$ cat config.mk
export PLATFORM = sky130hd
export DESIGN_NAME = wb_write_arbiter
export DESIGN_NICKNAME = d
export VERILOG_FILES = /design/src/rtl/wb_write_arbiter.sv
export SDC_FILE = /design/constraint.sdc
export NUM_CORES = 1
export LEC_CHECK = 0
export BUFFER_PORTS_ARGS = -buffer_cell sky130_fd_sc_hd__buf_2
export CAP_MARGIN = 20
export CORE_ASPECT_RATIO = 1.75
export CORE_MARGIN = 4
export CORE_UTILIZATION = 40
export CTS_CLUSTER_SIZE = 28
export DETAILED_ROUTE_END_ITERATION = 16
export HOLD_SLACK_MARGIN = 0.06
export PLACE_DENSITY = 0.78
export SETUP_SLACK_MARGIN = 0.15
export SLEW_MARGIN = 20
export SYNTH_ARGS = -nofsm -noshare
export SYNTH_HDL_FRONTEND = slang
export SYNTH_SLANG_ARGS = --single-unit
$ cat constraint.sdc
create_clock -name clk -period 2.9 [get_ports clk]
set_clock_uncertainty 0.15 [all_clocks]
set_input_delay 0.435 -clock clk [delete_from_list [all_inputs] [get_ports clk]]
set_output_delay 0.435 -clock clk [all_outputs]
set_load 0.02 [all_outputs]
$ cat src/rtl/wb_write_arbiter.sv
// Register-file write-port arbiter: MEM/WB pipeline vs. one buffered
// multi-cycle result, with starvation-forced single-cycle pipeline stall.
module wb_write_arbiter #(
    parameter int unsigned STARVE_MAX = 3
) (
    input  logic        clk,
    input  logic        reset,
    input  logic [4:0]  wb_rd_in,
    input  logic [63:0] wb_dw_in,
    input  logic        wb_regwrite_in,
    input  logic        mc_valid,
    input  logic [4:0]  mc_rd,
    input  logic [63:0] mc_data,
    output logic        mc_ready,
    output logic        rf_we,
    output logic [4:0]  rf_wa,
    output logic [63:0] rf_wd,
    output logic        stall_pipe,
    output logic        busy
);

    typedef enum logic [1:0] {
        IDLE,
        HOLD,
        FORCE
    } state_t;

    localparam logic [4:0] XZR      = 5'd31;
    localparam logic [3:0] CNT_LAST = 4'(STARVE_MAX - 1);
    localparam logic [3:0] CNT_SAT  = 4'hF;

    state_t      state_q, state_d;
    logic        active_q;
    logic [4:0]  buf_rd_q, buf_rd_d;
    logic [63:0] buf_data_q, buf_data_d;
    logic [3:0]  cnt_q, cnt_d;

    logic        pipe_req;
    logic        buf_grant;
    logic        we_raw;
    logic        stall_raw;
    logic        ready_raw;
    logic        busy_raw;

    assign pipe_req = wb_regwrite_in && (wb_rd_in != XZR);

    always_comb begin
        state_d    = state_q;
        buf_rd_d   = buf_rd_q;
        buf_data_d = buf_data_q;
        cnt_d      = cnt_q;
        buf_grant  = 1'b0;
        we_raw     = pipe_req;
        stall_raw  = 1'b0;
        ready_raw  = 1'b0;
        busy_raw   = 1'b0;
        unique case (state_q)
            IDLE: begin
                ready_raw = 1'b1;
                if (mc_valid) begin
                    buf_rd_d   = mc_rd;
                    buf_data_d = mc_data;
                    cnt_d      = 4'd0;
                    state_d    = HOLD;
                end
            end
            HOLD: begin
                busy_raw = 1'b1;
                if (buf_rd_q == XZR) begin
                    state_d = IDLE;
                end else if (!pipe_req) begin
                    buf_grant = 1'b1;
                    we_raw    = 1'b1;
                    state_d   = IDLE;
                end else if (wb_rd_in == buf_rd_q) begin
                    // older buffered value is superseded by the pipeline write
                    state_d = IDLE;
                end else begin
                    cnt_d = (cnt_q == CNT_SAT) ? CNT_SAT : cnt_q + 4'd1;
                    if (cnt_q == CNT_LAST) begin
                        state_d = FORCE;
                    end
                end
            end
            FORCE: begin
                busy_raw  = 1'b1;
                stall_raw = 1'b1;
                buf_grant = 1'b1;
                we_raw    = (buf_rd_q != XZR);
                cnt_d     = 4'd0;
                state_d   = IDLE;
            end
            default: begin
                state_d = IDLE;
            end
        endcase
    end

    // active_q delays reset release to the next edge and masks outputs
    always_ff @(posedge clk or negedge reset) begin
        if (!reset) begin
            active_q   <= 1'b0;
            state_q    <= IDLE;
            buf_rd_q   <= 5'd0;
            buf_data_q <= 64'd0;
            cnt_q      <= 4'd0;
        end else if (!active_q) begin
            active_q <= 1'b1;
        end else begin
            state_q    <= state_d;
            buf_rd_q   <= buf_rd_d;
            buf_data_q <= buf_data_d;
            cnt_q      <= cnt_d;
        end
    end

    always_comb begin
        rf_we      = 1'b0;
        rf_wa      = 5'd0;
        rf_wd      = 64'd0;
        stall_pipe = 1'b0;
        mc_ready   = 1'b0;
        busy       = 1'b0;
        if (active_q) begin
            rf_we      = we_raw;
            rf_wa      = buf_grant ? buf_rd_q : wb_rd_in;
            rf_wd      = buf_grant ? buf_data_q : wb_dw_in;
            stall_pipe = stall_raw;
            mc_ready   = ready_raw;
            busy       = busy_raw;
        end
    end

endmodule

==> results.py <==
metrics = {
    "outcome": {
        "outcome": "finished, final reports clean",
    },
    "critical_path": {
        "start_kind": "register",
        "critPathMaxFanout": 8,
        "critPathMaxStageDelay_ns": 0.43,
        "cp-end-kind": "output port",
        "arrival_ns": 2.20,
        "worstReg2RegStart": "active_q$_DFF_PN0_",
        "cpMaxStageDelayCell": "dfrtp_1",
        "reg2reg_depth": 3,
        "crit_chain": "inv_1, ha_2, o21a_4, buf_12, buf_12, clkbuf_16, mux2i_1, buf_4",
        "path_class": "register to output port",
        "cp.required_ns": 2.32,
        "reg2reg_slack_ns": 0.69,
        "r2r-end": "cnt_q[1]$_DFFE_PN0P_",
        "crit_path_frequent_cell": "buf_12",
    },
    "placed_design": {
        "hpwl_um": 9310,
        "gp_congestion": 0.8192,
        "dp.cells": 762,
        "dp_slack_ns": 0.3511,
        "numPortBuffers": 214,
    },
    "timing": {
        "hold_violations": 0,
        "worst_slew_pin_slew_ns": 0.5481,
        "whs_ns": 0.1886,
        "relSlewSlack_pct": 63.13,
        "fin_ws_ns": 0.1108,
        "period_needed_ns": 2.789,
        "rsz0062_at_grt": "true",
        "max_freq_mhz": 358.5,
        "drv_slew": 0,
        "finalSetupViolCount": 0,
        "period_share_pct": 96.18,
        "setup_tns_ns": 0,
    },
    "power": {
        "p_sw_mw": 1.927,
        "irDropWorstVdd_uv": 551.9,
        "p_per_area_nw_per_um2": 866.8,
        "p_int_mw": 3.641,
        "leakagePower_nw": 3.091,
        "swShare_pct": 34.61,
        "clkPwrFrac_pct": 19.5,
        "power_frac_comb_pct": 46.5,
        "pwr-share-seq_pct": 33.9,
    },
    "detailed_routing": {
        "ant_nets": 0,
        "firstDrtPassIters": 4,
        "routed_wl_um": 13450,
        "drtIter0Drc": 154,
        "dr_total_vias": 4083,
        "vias_per_cell": 5.117,
        "wl_per_cell_um": 16.85,
        "drc_errors": 0,
    },
    "cells_and_area": {
        "fill_cells": 912,
        "nets": 809,
        "drive_gt1_share_pct": 50.75,
        "area_growth_pct": 44.58,
        "fin_cells": 798,
    },
    "cts": {
        "path_clk_slew_ns": 0.06,
        "insertion_delay_ns": 0.33,
        "clock-root-buffer": "clkbuf_16",
        "cts_max_level": 3,
        "cts_tree": "built",
        "clock_path_buffers": 2,
        "numCtsBuffers": 9,
        "clkSinkCount": 76,
    },
    "global_route": {
        "first_global_vias": 4217,
        "grt.overflow.total": 0,
        "antenna_found_initial": 3,
        "grt_max_degree": 71,
        "grt_first_pass_wirelength_um": 19750,
        "grtUsageTotal_pct": 19.72,
    },
    "hold_path": {
        "hp-class": "input port to register",
        "worstHoldPathCells": 2,
        "holdCritStartpoint": "mc_data[44]",
        "whs_endpoint": "buf_data_q[44]$_DFFE_PN0P_",
    },
    "logic_synthesis": {
        "synth_area_per_cell_um2": 10.03,
        "synth-seq-cells": 76,
        "yosysWarningCount": 0,
        "ys_seq_area_share_pct": 42.80,
        "netlist_area_um2": 4443,
        "synth_nets": 590,
        "synth_cell_type_count": 28,
        "synth_cells": 443,
    },
    "die": {
        "ios": 215,
        "start_util_pct": 41.29,
        "core_um2": 10760,
        "row_count": 50,
        "dieArea_um2": 12920,
        "die_x_um": 87.67,
        "die_y_um": 147.4,
    },
    "flow_run": {
        "cap_violations": 0,
    },
}
## worst max path at each step
stage / to / start / slack, ns
final: rf_wd[13] / state_q[0]$_DFFE_PN0P_ / 0.11
after global placement: rf_wa[2] / state_q[1]$_DFFE_PN0P_ / 0.39
after global routing: rf_wd[13] / state_q[1]$_DFFE_PN0P_ / 0.04
after floorplan: rf_wd[44] / state_q[1]$_DFFE_PN0P_ / 0.41
after detailed placement: rf_wa[2] / state_q[1]$_DFFE_PN0P_ / 0.35
after CTS: rf_wd[39] / state_q[0]$_DFFE_PN0P_ / 0.15
## per-stage QoR
stage / area [um2] / util, % / total power [mW]
2_1_floorplan: 4443 / - / 3.379
6_report: 6424 / 59.70 / 5.568
3_5_place_dp: 5645 / 52.47 / 4.034
5_1_grt: 6424 / 59.70 / 5.916
3_3_place_gp: 5645 / 52.47 / 3.917
4_1_cts: 6197 / 57.59 / 5.434
## power by group through the flow
stage	clock network, mW	registers, mW	logic [mW]
3_5_place_dp	0	1.93	2.10
2_1_floorplan	0	1.80	1.58
6_report	1.09	1.89	2.59
3_3_place_gp	0	1.89	2.03
5_1_grt	1.17	1.96	2.79
4_1_cts	1.12	1.89	2.42
## layout make-up
cell class	instances	area, um2	share of cell area (%)
multi-input cells	331	2435	37.90
flip-flops and latches	76	1906	29.67
repair buffers	239	1605	24.99
clock buffers	10	239.0	3.720
well taps	130	162.7	2.532
clock inverters	5	52.55	0.8181
inverters	5	18.77	0.2922
diodes	2	5.005	0.07791
## kinds of logic after synthesis
family	after synthesis	share of synthesized area (%)
other cells	1	0.08440
compound gates	21	3.295
mux	140	33.51
xor+xnor	5	0.9856
buf+inv	36	3.914
fa+ha+maj	5	1.408
flops	76	42.80
simple gates	159	14.00
## layout by cell type (no fill, tap or decap), drive strengths merged, types with 2 or more instances in the layout
cell     instances
o21a             3
buf            236
diode            2
mux2            70
inv              5
a2bb2oi          2
mux2i           70
nand2          146
and2             3
dfrtp           76
clkinv           3
xnor2            5
nand3            5
a21boi           4
clkbuf          12
ha               5
o21ai            4
a21oi            4
## registers in the layout (all words and copies together), names as in the netlist
name,count
cnt_q,4
active_q,1
buf_rd_q,5
buf_data_q,64
state_q,2
## cells in the mapped netlist, drive strengths merged
library cell / instances / area (um2)
a21boi: 4 / 33.78
a21oi: 4 / 20.02
a2bb2oi: 2 / 17.52
and2: 3 / 18.77
buf: 16 / 98.84
clkbuf: 15 / 56.30
conb: 1 / 3.750
dfrtp: 76 / 1902
ha: 5 / 62.56
inv: 5 / 18.77
mux2: 70 / 788.3
mux2i: 70 / 700.7
nand2: 146 / 548.0
nand2b: 1 / 6.260
nand3: 5 / 25.02
nand4: 1 / 6.260
nor2: 1 / 3.750
nor2b: 1 / 6.260
nor3b: 1 / 7.510
o211ai: 1 / 7.510
o21a: 3 / 22.52
o21ai: 4 / 20.02
o21bai: 1 / 7.510
o221ai: 1 / 8.760
o2bb2ai: 1 / 8.760
xnor2: 5 / 43.79
## repair_timing
action                                  CTS  global route
endpoints found under the setup margin   68            61
gates resized for setup                  23            47
hold endpoints to repair                 36             0
buffers inserted                         10             3
hold buffers                              1             0
pin swaps                                 2             1
cloned                                    3             2
## metal layers
layer	GRT usage, %	routed length, um
met4	9.908	506
met2	35.84	7568
met5	0	13
met3	4.685	784
met1	20.36	4574
## critical path: cells and delay by family (launching register included)
family	cells	cell delay [ns]
mux	1	0.22
compound gates	1	0.16
flops	1	0.43
fa+ha+maj	1	0.38
buf+inv	5	0.68
(Power assumes the default switching activity.)
